[config.mk]
export PLATFORM = sky130hd
export DESIGN_NAME = sdram_cmd_sequencer
export DESIGN_NICKNAME = d
export VERILOG_FILES = /design/src/rtl/sdram_cmd_sequencer.sv
export SDC_FILE = /design/constraint.sdc
export NUM_CORES = 1
export LEC_CHECK = 0
export ABC_CLOCK_PERIOD_IN_PS = 2300
export CORE_ASPECT_RATIO = 0.7
export CORE_MARGIN = 2
export CORE_UTILIZATION = 35
export CTS_CLUSTER_DIAMETER = 150
export DETAILED_ROUTE_END_ITERATION = 6
export PLACE_DENSITY_LB_ADDON = 0.15
export SKIP_LAST_GASP = 1
export SLEW_MARGIN = 20
export SYNTH_ARGS = -nofsm -noshare
export SYNTH_HDL_FRONTEND = slang
export SYNTH_SLANG_ARGS = --single-unit
[constraint.sdc]
create_clock -name clk -period 2.3 [get_ports clk]
set_input_delay 0.46 -clock clk [delete_from_list [all_inputs] [get_ports clk]]
set_output_delay 0.46 -clock clk [all_outputs]
set_load 0.01 [all_outputs]
[src/rtl/sdram_cmd_sequencer.sv]
// SDRAM command sequencer: power-up initialisation, single-word closed-page
// reads/writes (ACT + READA/WRITA) and periodic auto-refresh, one command
// code per clock towards memory_interface. All outputs are registered.
module sdram_cmd_sequencer #(
    parameter int          INIT_WAIT    = 20000,
    parameter int          REF_INTERVAL = 780,
    parameter int          T_RP         = 2,
    parameter int          T_RC         = 7,
    parameter int          T_RCD        = 2,
    parameter int          T_MRD        = 2,
    parameter int          CAS_LAT      = 2,
    parameter logic [11:0] MRS_VALUE    = 12'h020
) (
    input  logic        clk,
    input  logic        rst,
    input  logic        req_valid,
    input  logic        req_we,
    input  logic [21:0] req_addr,
    input  logic [1:0]  req_be,
    output logic        req_ready,
    output logic [3:0]  command,
    output logic [11:0] mrs,
    output logic [21:0] addr_out,
    output logic [1:0]  be_out,
    output logic        rd_strobe,
    output logic        wr_strobe,
    output logic        init_done
);

    localparam logic [3:0] CMD_NOP   = 4'b0001;
    localparam logic [3:0] CMD_MRS   = 4'b0010;
    localparam logic [3:0] CMD_ACT   = 4'b0011;
    localparam logic [3:0] CMD_READA = 4'b0101;
    localparam logic [3:0] CMD_WRITA = 4'b0111;
    localparam logic [3:0] CMD_PALL  = 4'b1001;
    localparam logic [3:0] CMD_REF   = 4'b1011;

    // A "wait N" is the command cycle followed by N-1 NOP cycles, so the
    // down-counter is loaded with N-1 when the command is issued.
    localparam logic [15:0] INIT_WAIT_CNT = 16'(INIT_WAIT);
    localparam logic [15:0] WAIT_RP       = 16'(T_RP - 1);
    localparam logic [15:0] WAIT_RC       = 16'(T_RC - 1);
    localparam logic [15:0] WAIT_RCD      = 16'(T_RCD - 1);
    localparam logic [15:0] WAIT_RW       = 16'(T_RC - T_RCD - 1);
    localparam logic [15:0] WAIT_MRD      = 16'(T_MRD - 1);
    localparam logic [15:0] REF_LAST      = 16'(REF_INTERVAL - 1);

    // Each state names the action taken once the pending wait has elapsed.
    typedef enum logic [2:0] {
        S_INIT_WAIT,
        S_INIT_REF1,
        S_INIT_REF2,
        S_INIT_MRS,
        S_TO_IDLE,
        S_IDLE,
        S_ACT,
        S_RW
    } state_t;

    state_t         state;
    logic [15:0]    wait_cnt;
    logic [15:0]    ref_cnt;
    logic           ref_pending;
    logic           ref_expire;
    logic           ref_pending_next;
    logic           lat_we;
    logic [21:0]    lat_addr;
    logic [1:0]     lat_be;
    logic [CAS_LAT:0] rd_pipe;

    assign mrs       = MRS_VALUE;
    assign rd_strobe = rd_pipe[CAS_LAT];

    // Refresh bookkeeping: a new expiry wins over the service clear, so an
    // expiry landing on the REF cycle is not lost.
    always_comb begin
        ref_expire       = init_done && (ref_cnt == REF_LAST);
        ref_pending_next = ref_pending;
        if (state == S_IDLE && ref_pending) begin
            ref_pending_next = 1'b0;
        end
        if (ref_expire) begin
            ref_pending_next = 1'b1;
        end
    end

    // Refresh interval counter and sticky pending flag.
    always_ff @(posedge clk) begin
        if (rst) begin
            ref_cnt     <= '0;
            ref_pending <= 1'b0;
        end else begin
            ref_pending <= ref_pending_next;
            if (init_done) begin
                ref_cnt <= ref_expire ? 16'd0 : ref_cnt + 16'd1;
            end
        end
    end

    // Command FSM with registered outputs.
    always_ff @(posedge clk) begin
        if (rst) begin
            state     <= S_INIT_WAIT;
            wait_cnt  <= '0;
            command   <= CMD_NOP;
            addr_out  <= '0;
            be_out    <= 2'b11;
            req_ready <= 1'b0;
            wr_strobe <= 1'b0;
            init_done <= 1'b0;
            rd_pipe   <= '0;
            lat_we    <= 1'b0;
            lat_addr  <= '0;
            lat_be    <= 2'b11;
        end else begin
            command   <= CMD_NOP;
            be_out    <= 2'b11;
            wr_strobe <= 1'b0;
            req_ready <= 1'b0;
            rd_pipe   <= {rd_pipe[CAS_LAT-1:0], 1'b0};
            if (state != S_INIT_WAIT && wait_cnt != 16'd0) begin
                wait_cnt <= wait_cnt - 16'd1;
            end else begin
                case (state)
                    S_INIT_WAIT: begin
                        if (wait_cnt == INIT_WAIT_CNT) begin
                            command  <= CMD_PALL;
                            wait_cnt <= WAIT_RP;
                            state    <= S_INIT_REF1;
                        end else begin
                            wait_cnt <= wait_cnt + 16'd1;
                        end
                    end
                    S_INIT_REF1: begin
                        command  <= CMD_REF;
                        wait_cnt <= WAIT_RC;
                        state    <= S_INIT_REF2;
                    end
                    S_INIT_REF2: begin
                        command  <= CMD_REF;
                        wait_cnt <= WAIT_RC;
                        state    <= S_INIT_MRS;
                    end
                    S_INIT_MRS: begin
                        command  <= CMD_MRS;
                        wait_cnt <= WAIT_MRD;
                        state    <= S_TO_IDLE;
                    end
                    S_TO_IDLE: begin
                        state     <= S_IDLE;
                        init_done <= 1'b1;
                        req_ready <= !ref_pending_next;
                    end
                    S_IDLE: begin
                        if (ref_pending) begin
                            command  <= CMD_REF;
                            wait_cnt <= WAIT_RC;
                            state    <= S_TO_IDLE;
                        end else if (req_valid && req_ready) begin
                            lat_we   <= req_we;
                            lat_addr <= req_addr;
                            lat_be   <= req_be;
                            wait_cnt <= 16'd0;
                            state    <= S_ACT;
                        end else begin
                            req_ready <= !ref_pending_next;
                        end
                    end
                    S_ACT: begin
                        command  <= CMD_ACT;
                        addr_out <= lat_addr;
                        be_out   <= lat_be;
                        wait_cnt <= WAIT_RCD;
                        state    <= S_RW;
                    end
                    S_RW: begin
                        command    <= lat_we ? CMD_WRITA : CMD_READA;
                        addr_out   <= lat_addr;
                        be_out     <= lat_be;
                        wr_strobe  <= lat_we;
                        rd_pipe[0] <= !lat_we;
                        wait_cnt   <= WAIT_RW;
                        state      <= S_TO_IDLE;
                    end
                    default: begin
                        state <= S_INIT_WAIT;
                    end
                endcase
            end
        end
    end

endmodule

=== Word level (Yosys, flattened, before mapping) ===
Index checks and enable logic that the tools add are counted.

* Register bits: 95
* Bits of input ports: 28
* Output and inout port bits: 44
* Word-level logic and storage cells: 75

* $add $sub $neg: 3
* Equal/unequal tests: 12
* Multiplexer cells: 19
* Bitwise operators: 4
* Reductions and logical operators: 22

{| class="wikitable"
|+ Operators with widths
! cell !! count
|-
| 16-bit 2-to-1 mux || 5
|-
| 16-bit one-hot mux with 5 select lines || 1
|-
| 16-bit by 1-bit adder with 16-bit output, second input constant || 2
|-
| 4-bit one-hot mux with 6 select lines || 1
|-
| 3-bit one-hot mux with 7 select lines || 1
|-
| 16-bit by 10-bit == test with 1-bit output, second input constant || 1
|-
| 16-bit by 15-bit == test with 1-bit output, second input constant || 1
|-
| 16-bit nonzero test || 1
|-
| 16-bit by 1-bit subtractor with 16-bit output, second input constant || 1
|-
| 3-bit == test, second input constant || 4
|-
| 2-bit OR reduction || 5
|-
| 3-bit 2-to-1 mux || 3
|-
| 4-bit 2-to-1 mux || 2
|-
| 3-bit by 2-bit == test with 1-bit output, second input constant || 2
|-
| 2-bit AND reduction || 3
|-
| 6-bit nonzero test || 1
|-
| 3-bit OR reduction || 2
|-
| 1-bit logical AND || 4
|-
| 1-bit 2-to-1 mux || 4
|-
| 4-bit by 2-bit inequality test with 1-bit output, second input constant || 1
|-
| 1-bit inverter || 4
|-
| 4-bit AND reduction || 1
|-
| 3-bit by 1-bit == test with 1-bit output, second input constant || 1
|-
| 3-bit zero test || 1
|-
| 7 further kinds || 8
|}

=== Longest topological paths before layout ===
* Depth after elaboration: 8
* Mapped depth: 9

=== Least setup slack after synthesis ===
No wires, ideal clock.

* Kind: reg2reg
* Start point: reg wait_cnt[0]
* End point: reg wait_cnt[4]
* Setup time: 0.128 ns
* Data arrival time: 2.384 ns
* Setup slack: -0.212 ns
* Cell stages (with the launch flop): 10
* Path buffers: 2
* Path through: dfxtp_1 -> inv_1 -> ha_1 -> or4b_4 -> buf_6 -> nor4b_4 -> a21oi_4 -> buf_6 -> a222oi_1 -> nor2_1

* Word-level cells in the longest chain between the ends: 4
* Elaborated cells on any way between the ends: 11
* Classes of those cells: 2 x add/sub; 2 x eq/ne; 3 x mux; 4 x reduce/logical

{| class="wikitable"
|+ RTL lines
! what !! line !! text
|-
| from (decl) || 61 || <nowiki>logic [15:0] wait_cnt;</nowiki>
|-
| from (signal assigned) || 122 || <nowiki>wait_cnt <= wait_cnt - 16'd1;</nowiki>
|-
| from (signal assigned) || 131 || <nowiki>wait_cnt <= wait_cnt + 16'd1;</nowiki>
|-
| 16-bit by 1-bit adder with 16-bit output (tied with other cells) || 131 ||
|-
| 16-bit 2-to-1 mux or 1-bit logical AND (tied branches) || 126, 121 ||
|-
| 16-bit one-hot mux with 5 select lines (tied with other cells) || 124 || <nowiki>case (state)</nowiki>
|-
| 16-bit 2-to-1 mux or 2-bit AND reduction (tied branches) || n/a ||
|}

Several ways; a longest one is shown, not always the timed one.
A chain may end at the register's enable or synchronous reset.

=== Final worst setup path ===
* Start point: reg wait_cnt[1]
* End point: reg command[1]

* Word-level cells in the longest chain between the ends: 3

{| class="wikitable"
|+ RTL lines
! what !! line !! text
|-
| 16-bit nonzero test || 121 || <nowiki>if (state != S_INIT_WAIT && wait_cnt != 16'd0) begin</nowiki>
|-
| 1-bit logical AND || 121 ||
|-
| 2-bit OR reduction (no source line) || n/a ||
|-
| to (signal assigned) || 177 || <nowiki>command <= lat_we ? CMD_WRITA : CMD_READA;</nowiki>
|-
| to (decl) || 21 || <nowiki>output logic [3:0] command,</nowiki>
|}

No other way between the ends.

==> out/qor.yml <==
status:
  outcome: "finished with violations"
  failed_checks: "setup timing"
die:
  io_pins: 72
  core_um2: 13100
  die_area_um2: 14300
  die_h_um: 101
  row_count: 35
  start_util: 0.358
  die_w_um: 142
routing:
  detail-route-antenna-nets: 0
  wl_mm: 12.0
  drtIter0Drc: 262
  detail_route.vias_per_cell: 5.13
  drt-pass1-iter-count: 5
  wl_per_cell_um: 15.0
  via_count: 4079
  drc: 0
pwr:
  switching_share: 0.248
  p_switching_w: 0.000853
  p_leak_nw: 2.14
  pwr-share-clk: 0.435
  pwr-share-seq: 0.481
  power.internal_w: 0.00258
  power.density_nw_per_um2: 566
  combPwrFrac: 0.084
  ir_drop_v: 0.000407
global_routing:
  grt_max_degree: 41
  antenna_found_initial: 0
  grt_pass1_wl_mm: 19.0
  grt_pass1_vias: 3822
  gr-total-overflow: 0
  track_usage: 0.167
cts:
  clk_latency_ps: 350
  tritoncts: "yes"
  cts_root_buffer: "clkbuf_16"
  cts_buffer_depth: 2
  cts_max_level: 3
  clk_pin_slew_ps: 70
  clock_sinks: 95
  cts_buffers: 9
worst_setup_path:
  crit_type: "register to register"
  start_kind: "register"
  critPathMaxFanout: 6
  crit_path_end_kind: "register"
  cp.required_ps: 2520
  r2r_start: "wait_cnt[1]$_SDFFE_PP0P_"
  r2r_cells: 8
  cp.arrival_ps: 2530
  r2r_end: "command[1]$_SDFF_PP0_"
  reg2reg_slack_ps: -2
sta:
  max_slew_margin: 0.633
  min_period_ps: 2300
  slew_violations: 0
  fin_ws_ps: -2.36
  finalSetupTns_ps: -2.36
  rsz0062_at_grt: "true"
  tightest_slew_ps: 551
  hold_ws_ps: 441
  fmax_mhz: 434
  setup_violations: 1
  fin_crit_sh: 1.00
  hold_viol: 0
  fin_skew_ps: 9.66
synthesis:
  synthCells: 544
  seq_area_frac_synth: 0.406
  async_flop_share: 0
  synth_edf_count: 0
  yosysUniqueCellTypes: 62
  yosys_warnings: 0
  netlist_area_um2: 4690
  synth-main-ff-cell: "dfxtp_1"
  ys_ff_latch: 95
  avgSynthCellArea_um2: 8.61
final_layout:
  fill_cells: 1248
  seqCellArea_um2: 1900
  final_util: 0.464
  syn_to_final_growth_pct: 29.6
  multi_input_area_um2: 2590
  antenna_cells: 0
  nets: 655
  drive_above_1_share: 0.151
place:
  place.gp.congestion: 0.810
  place_ws_ps: -26.4
  dpl.hpwl_mm: 8.34
  io_buffers: 59
worst_hold_path:
  min_from: "rd_pipe[0]$_SDFF_PP0_"
  worstHoldPathCells: 1
  hold_class: "register to register"
  hold-path-endpoint: "rd_pipe[1]$_SDFF_PP0_"
job:
  maxCapViolations: 0
power groups by stage:
stage / clock network [W] / logic [W] / registers (W)
detailed placement: 0 / 0.000271 / 0.00169
floorplan: 0 / 0.000171 / 0.00169
global route: 0.00159 / 0.000313 / 0.00165
global placement: 0 / 0.000268 / 0.00169
CTS: 0.00153 / 0.000273 / 0.00165
finish: 0.00150 / 0.000287 / 0.00165
sequential cells by signal, indices dropped and copies added, names as in the netlist:
| name | cells |
|---|---|
| command | 4 |
| wait_cnt | 16 |
| lat_addr | 22 |
| be_out | 2 |
| req_ready | 1 |
| rd_pipe | 3 |
| init_done | 1 |
| wr_strobe | 1 |
| state | 3 |
| lat_be | 2 |
| addr_out | 22 |
| lat_we | 1 |
| ref_pending | 1 |
| ref_cnt | 16 |
cell usage after synthesis (4+ instances only):
cell type	n	area share
dfxtp_1	95	0.41
and4_1	5	0.0093
nand3b_1	5	0.0080
nor2_1	41	0.033
o21ai_0	9	0.0096
nand4_1	10	0.013
nor2b_1	6	0.0080
a21oi_1	31	0.033
xnor2_1	11	0.021
and3_1	5	0.0067
a211oi_1	14	0.022
clkbuf_1	31	0.025
nor4_1	4	0.0053
xor2_1	11	0.021
buf_6	6	0.014
buf_4	12	0.019
a311oi_1	6	0.011
nor3_1	16	0.017
nand2_1	69	0.055
nand3_1	13	0.014
or2b_1	5	0.0080
nand2b_1	53	0.071
mux2i_1	25	0.053
stage by stage:
step                      power, W  area (um2)  instances
after floorplan            0.00186        4770        554
after global placement     0.00196        5650        772
after detailed placement   0.00196        5650        772
after CTS                  0.00345        5970        788
after global routing       0.00355        6070        795
final                      0.00344        6070        795
repair_timing:
item	CTS	global route
hold endpoints to repair	0	0
gates cloned	0	3
gates resized for setup	2	5
hold buffers	0	0
endpoints found under the setup margin	4	34
buffers inserted	0	4
pin swaps	1	6
per-layer routing:
layer	up-vias	track usage	wire (um)
met5	-	0	0
met4	0	0.0480	146
met3	13	0.0451	728
met2	122	0.249	5040
met1	1910	0.238	6050
li1	2034	-	-
critical path: stages, from the launching register on:
cell       delay [ps]
dfxtp_2           330
inv_2              80
ha_4              130
or4b_4            480
nor4b_4           310
buf_4             180
a21oi_4           100
buf_4             190
a2111oi_2         380
worst max path at each step:
stage / from / end / depth (start not counted)
2_1_floorplan: wait_cnt[1]$_SDFFE_PP0P_ / wait_cnt[4]$_SDFFE_PP0P_ / 9
6_report: wait_cnt[1]$_SDFFE_PP0P_ / command[1]$_SDFF_PP0_ / 8
3_3_place_gp: wait_cnt[1]$_SDFFE_PP0P_ / wait_cnt[9]$_SDFFE_PP0P_ / 9
4_1_cts: wait_cnt[1]$_SDFFE_PP0P_ / wait_cnt[0]$_SDFFE_PP0P_ / 8
5_1_grt: wait_cnt[1]$_SDFFE_PP0P_ / command[1]$_SDFF_PP0_ / 8
3_5_place_dp: req_valid / lat_addr[0]$_SDFFE_PP0P_ / 6
layout make-up:
type / count / share of cell area
multi-input cells: 405 / 0.427
well taps: 166 / 0.0342
flip-flops and latches: 95 / 0.314
inverters: 2 / 0.00124
clock inverters: 6 / 0.0103
repair buffers: 111 / 0.174
clock buffers: 10 / 0.0393
cells in the final DEF (no fill, tap or decap), types with 11 or more instances in the layout:
cell	Yosys	layout
a21oi_1	31	31
conb_1	2	12
dfxtp_1	95	93
mux2i_1	25	25
nand2_1	69	69
nor2_1	41	41
xnor2_1	11	11
nand2b_1	53	53
nand3_1	13	13
buf_4	12	45
nor3_1	16	16
xor2_1	11	11
clkbuf_16	0	11
clkdlybuf4s50_1	0	58
cells by family (layout without fill, tap and decap cells):
logic type / count (synthesis) / count (layout) / synth area share
other cells: 2 / 12 / 0.00160
xor+xnor: 22 / 22 / 0.0411
fa+ha+maj: 3 / 3 / 0.00801
buf+inv: 55 / 129 / 0.0644
mux: 25 / 25 / 0.0534
simple gates: 256 / 256 / 0.298
compound gates: 86 / 87 / 0.128
flops: 95 / 95 / 0.406
Power figures use the tool's default switching activity.
==> RTL change 1: new RTL, same flow settings <==
One comparison of `ref_cnt` changes from == to >=.
--- a/src/rtl/sdram_cmd_sequencer.sv
+++ b/src/rtl/sdram_cmd_sequencer.sv
@@ -74,7 +74,7 @@
     // Refresh bookkeeping: a new expiry wins over the service clear, so an
     // expiry landing on the REF cycle is not lost.
     always_comb begin
-        ref_expire       = init_done && (ref_cnt == REF_LAST);
+        ref_expire       = init_done && (ref_cnt >= REF_LAST);
         ref_pending_next = ref_pending;
         if (state == S_IDLE && ref_pending) begin
             ref_pending_next = 1'b0;
Check against the original RTL: no difference found for any inputs over 10 cycles, from zero or initial values and one cycle with rst high; that may be too few to reach the edited logic, so the function may still have changed.
==> RTL change 1 against the original RTL <==
  * Cell area is 8.5% lower
  * Setup slack better by 150 ps
  * Cell count is 6.2% lower
  * Routed wire length is 4.1% lower
  * Global-route usage is 0.31 points higher
  * Power is 4.6% lower
  * Sequential share of layout area is 2.9 points higher
  * Utilization is 1.9 points lower
  * Largest cell class unchanged
  * Non-clock buffer count is 18 lower
  * Area after synthesis is 3.8% lower
  * Critical path type unchanged
  * Sequential cell count stayed put
==> RTL change 1: results (changes against the original RTL) <==
[yosys] Commonest cells post-synth 95 x sky130_fd_sc_hd__dfxtp_1, 65 x sky130_fd_sc_hd__nand2_1, 62 x sky130_fd_sc_hd__nor2_1 [was 95 x sky130_fd_sc_hd__dfxtp_1, 69 x sky130_fd_sc_hd__nand2_1, 53 x sky130_fd_sc_hd__nand2b_1]
[yosys] sequential-to-total area share from yosys stat 0.422 [was 0.406]
[cells_and_area] fill cell instance count of the final layout 1,240 [was 1,248]
[setup_path] CP Data Arrival Time 2370 ps [was 2530 ps]
[sta] Worst Skew 8.60 ps [was 9.66 ps]
[placed_design] area of placed instances 0.00528 mm2 [was 0.00565 mm2]
[sta] setup-violating endpoint count in the final report 0 [was 1]
[yosys] Post-Synthesis Cells 514 [was 544]
[pwr] LEAKAGE 1.99 nW [was 2.14 nW]
[drt] routed vias/inst 5.10 [was 5.13]
[global_route] pin count of the biggest net entering global routing 46 [was 41]
[pwr] worst supply voltage drop on vdd 0.000401 V [was 0.000407 V]
[yosys] share of synthesized registers carrying an async set or reset 0 [unchanged]
[clocking] buffer levels on the longest clock path 2 [unchanged]
[sta] normalized max-slew margin 0.561 [was 0.633]
[drt] post-detailed-routing wire length 11.5 mm [was 12.0 mm]
[cells_and_area] antenna diode count 0 [unchanged]
[placed_design] Placed Instances 730 [was 772]
[drt] vias post-DR 3,803 [was 4,079]
[yosys] main area contributors after synthesis sky130_fd_sc_hd__dfxtp_1 42%, sky130_fd_sc_hd__mux2i_1 5.8%, sky130_fd_sc_hd__nand2_1 5.4% [was sky130_fd_sc_hd__dfxtp_1 41%, sky130_fd_sc_hd__nand2b_1 7.1%, sky130_fd_sc_hd__nand2_1 5.5%]
[min_path] Hold/Removal Path Class reg -> reg [unchanged]
[cells_and_area] nets@finish 613 [was 655]
[clocking] clock latency on the worst-skew pair 340 ps
[placed_design] HPWL after detailed placement 8.12 mm [was 8.34 mm]
[drt] count of routing violations after the opening detailed-route iteration 204 [was 262]
[setup_path] CP max FO 12 [was 6]
[clocking] buffer cell driving the clock tree root sky130_fd_sc_hd__clkbuf_16 [unchanged]
[yosys] number of synthesis warnings 0 [unchanged]
[global_route] first-pass GRT wire length 19.2 mm [was 19.0 mm]
[placed_design] routability cong. 0.867 [was 0.810]
[cells_and_area] ratio of cells with drive above 1 in the final layout 0.115 [was 0.151]
[global_route] initial antenna violation count 0 [unchanged]
[drt] Pre-Repair DR Iteration Count 4 [was 5]
[yosys] number of distinct library cells after synthesis 60 [was 62]
[yosys] most common flop cell mapped by yosys sky130_fd_sc_hd__dfxtp_1 [unchanged]
[global_route] aggregate global-route resource usage 0.171 [was 0.167]
[outcome] result of the run complete, no violations [was complete, but fails checks]
-- RTL change 1: final timing paths --
check                                  from          end  slack, ps  cells past startpoint
worst max-delay path            wait_cnt[0]  wait_cnt[0]        150                      7
worst min-delay path              lat_be[0]    be_out[0]        440                      1
worst max register to register  wait_cnt[0]  wait_cnt[0]        150                      7
worst min register to register    lat_be[0]    be_out[0]        440                      1
-- RTL change 1: layout make-up --
cell class / instances / area [um2] / area share
clock inverter: 3 / 21.3 / 0.00383
timing repair buffer: 93 / 853 / 0.153
tap: 162 / 203 / 0.0365
multi-input combinational: 373 / 2300 / 0.414
inverter: 9 / 33.8 / 0.00608
sequential: 95 / 1900 / 0.342
clock buffer: 11 / 243 / 0.0437
-- RTL change 1: kinds of logic (layout without fill, tap and decap cells) --
family | Yosys count | in the layout | share of synthesized area
XOR/XNOR | 27 | 27 | 0.0525
other | 2 | 12 | 0.00167
AO/OA/AOI/OAI | 93 | 93 | 0.140
adder cells (fa/ha/maj) | 4 | 4 | 0.0111
AND/OR/NAND/NOR | 211 | 211 | 0.239
buffers and inverters | 56 | 116 | 0.0766
multiplexers | 26 | 26 | 0.0577
flip-flops | 95 | 95 | 0.422
-- RTL change 1: per-stage QoR --
step | total power, W | setup slack, ps
floorplan | 0.00185 | 220
global placement | 0.00193 | -15.8
detailed placement | 0.00194 | -76.7
CTS | 0.00331 | 62.2
global route | 0.00340 | 13.2
finish | 0.00328 | 145
-- RTL change 1: report_power, final --
group / total, W / switching, W / internal [W]
Sequential: 0.00165 / 0.00000319 / 0.00165
Clock: 0.00137 / 0.000616 / 0.000751
Combinational: 0.000256 / 0.000135 / 0.000121
Total: 0.00328 / 0.000754 / 0.00252
-- RTL change 1: per-layer routing --
layer	track usage	share of wire
met1	0.256	0.53
met2	0.243	0.39
met3	0.0510	0.068
met4	0.0315	0.0061
met5	0	0
-- RTL change 1: repair_timing --
action	in CTS	in global routing
resized for setup	1	0
setup buffers	0	2
hold buffers	0	0
endpoints found under the setup margin	1	22
hold endpoints to repair	0	0
-- RTL change 1: critical path: stages (launching register included) --
cell and delay, ps:
sky130_fd_sc_hd__dfxtp_1 330, sky130_fd_sc_hd__inv_1 80, sky130_fd_sc_hd__ha_1 200, sky130_fd_sc_hd__nor4b_4 140
sky130_fd_sc_hd__and4_1 210, sky130_fd_sc_hd__nor2_2 540, sky130_fd_sc_hd__a211oi_1 130, sky130_fd_sc_hd__a2111oi_2 400
==> RTL change 2: new RTL, same settings <==
Made on the original files. The parameter `CAS_LAT` goes from 2 to 1.
--- a/src/rtl/sdram_cmd_sequencer.sv
+++ b/src/rtl/sdram_cmd_sequencer.sv
@@ -8,7 +8,7 @@
     parameter int          T_RC         = 7,
     parameter int          T_RCD        = 2,
     parameter int          T_MRD        = 2,
-    parameter int          CAS_LAT      = 2,
+    parameter int          CAS_LAT      = 1,
     parameter logic [11:0] MRS_VALUE    = 12'h020
 ) (
     input  logic        clk,
Formal check against the unedited RTL: no difference found for any inputs over 10 cycles, from zero or initial values and one cycle with rst high; that may be too few to reach the edited logic, so the function may still have changed.
==> RTL change 2 against the original RTL <==
  * Fmax rose by 1.8%
  * Setup slack gained 40 ps
  * Sequential power about the same
  * Sequential cell count fell by 1
  * Cell area shrank 6.8%
  * Power increased by 6.1%
  * Non-clock buffer count down 11
  * Critical endpoint is now addr_out[15]
  * Largest cell class unchanged
  * Area after synthesis decreased by 5.3%
  * Routed wire length fell by 4.9%
==> RTL change 2: results (changes against the original RTL) <==
[placed_design] Placed Instances 742 [was 772]
[placed_design] area of placed instances 0.00535 mm2 [was 0.00565 mm2]
[setup_path] CP Data Arrival Time 2470 ps [was 2530 ps]
[pwr] worst supply voltage drop on vdd 0.000443 V [was 0.000407 V]
[drt] count of routing violations after the opening detailed-route iteration 297 [was 262]
[cells_and_area] ratio of cells with drive above 1 in the final layout 0.163 [was 0.151]
[sta] slew at the pin closest to its max-slew limit 855 ps [was 551 ps]
[outcome] result of the run complete, no violations [was complete, but fails checks]
[global_route] pin count of the biggest net entering global routing 54 [was 41]
[min_path] Hold/Removal Path Class in -> reg [was reg -> reg]
[global_route] via count of the first global-routing pass 3,748 [was 3,822]
[placed_design] HPWL after detailed placement 8.16 mm [was 8.34 mm]
[cells_and_area] final standard cell count with taps included and fillers excluded 758 [was 795]
[global_route] first-pass GRT wire length 19.0 mm [about the same]
[sta] Worst Skew 5.08 ps [was 9.66 ps]
[cells_and_area] largest registers ranked by flip-flop count addr_out: 22 flops, lat_addr: 22 flops [unchanged]
[yosys] Post-Synthesis Cells 516 [was 544]
[pwr] LEAKAGE 2.23 nW [was 2.14 nW]
[setup_path] cell count of the worst reg-to-reg path 5 [was 8]
[cells_and_area] fill cell instance count of the final layout 1,190 [was 1,248]
[setup_path] largest stage delay on the critical path 560 ps [was 480 ps]
[sta] hold slack 423 ps [was 441 ps]
[clocking] # resized after CTS 0 [was 2]
[drt] routed vias/inst 5.12 [was 5.13]
[global_route] aggregate global-route resource usage 0.172 [was 0.167]
[min_path] hold-critical path endpoint wait_cnt[11] [was rd_pipe[1]]
[pwr] share of total power consumed by net switching 0.249 [was 0.248]
[min_path] hold path cells 2 [was 1]
[drt] post-detailed-routing wire length 11.4 mm [was 12.0 mm]
[min_path] launch point of the worst hold path rst [was rd_pipe[0]]
[placed_design] worst setup slack after placement 41.8 ps [was -26.4 ps]
[clocking] buffer levels on the longest clock path 2 [unchanged]
[placed_design] routability cong. 0.856 [was 0.810]
[yosys] sequential-to-total area share from yosys stat 0.424 [was 0.406]
[yosys] Commonest cells post-synth 94 x sky130_fd_sc_hd__dfxtp_1, 63 x sky130_fd_sc_hd__nor2_1, 48 x sky130_fd_sc_hd__nand2_1 [was 95 x sky130_fd_sc_hd__dfxtp_1, 69 x sky130_fd_sc_hd__nand2_1, 53 x sky130_fd_sc_hd__nand2b_1]
[setup_path] worst flop-to-flop path startpoint wait_cnt[11] [was wait_cnt[1]]
[cells_and_area] nets@finish 622 [was 655]
[setup_path] FF-to-FF setup slack 40 ps [was -2 ps]
[setup_path] CP max-delay cell sky130_fd_sc_hd__or4_4 [was sky130_fd_sc_hd__or4b_4]
[setup_path] CP max FO 22 [was 6]
[setup_path] R2R Path End addr_out[15] [was command[1]]
## RTL change 2: metrics by stage
step	power, W	utilization
finish	0.00364	0.457
global route	0.00380	0.457
CTS	0.00368	0.457
detailed placement	0.00215	0.432
global placement	0.00215	0.432
floorplan	0.00198	-
## RTL change 2: cell type report
| type | count | area, um2 | share of cell area |
|---|---|---|---|
| repair buffers | 100 | 910 | 0.161 |
| flip-flops and latches | 94 | 1880 | 0.332 |
| clock inverters | 6 | 67.6 | 0.0119 |
| well taps | 162 | 203 | 0.0358 |
| clock buffers | 10 | 239 | 0.0422 |
| multi-input cells | 382 | 2350 | 0.414 |
| inverters | 4 | 15.0 | 0.00265 |
## RTL change 2: routing by layer
metal | global-route usage | routed length, um
met3 | 0.0456 | 632
met2 | 0.244 | 4640
met4 | 0.0385 | 134
met1 | 0.259 | 5960
met5 | 0 | 0
## RTL change 2: worst max path at each step
stage                 start  slack (ps)            to  depth (start not counted)
6_report       wait_cnt[11]          40  addr_out[15]                          5
5_1_grt        wait_cnt[11]         -60  addr_out[16]                          7
4_1_cts        wait_cnt[11]          30   addr_out[4]                          5
3_5_place_dp   wait_cnt[11]          40  addr_out[15]                          5
3_3_place_gp   wait_cnt[11]          60  addr_out[20]                          5
2_1_floorplan  wait_cnt[11]          30   addr_out[0]                          7
## RTL change 2: logic make-up (layout without fill, tap and decap cells)
logic type                 after synthesis  after routing  share of synthesized area
and+or+nand+nor                        236            236                      0.283
other                                    2             12                    0.00169
AOI/OAI and AO/OA                       81             81                      0.115
adders and majority gates                3              3                    0.00846
DFF                                     94             94                      0.424
muxes                                   26             26                     0.0595
xor gates and xnor gates                24             24                     0.0474
buffers and inverters                   50            120                     0.0601
## RTL change 2: power by group through the flow
stage / registers [W] / logic [W] / clock network [W]
after floorplan: 0.00169 / 0.000285 / 0
after global placement: 0.00169 / 0.000460 / 0
after detailed placement: 0.00169 / 0.000461 / 0
after CTS: 0.00165 / 0.000463 / 0.00157
after global routing: 0.00165 / 0.000506 / 0.00164
final: 0.00165 / 0.000466 / 0.00152
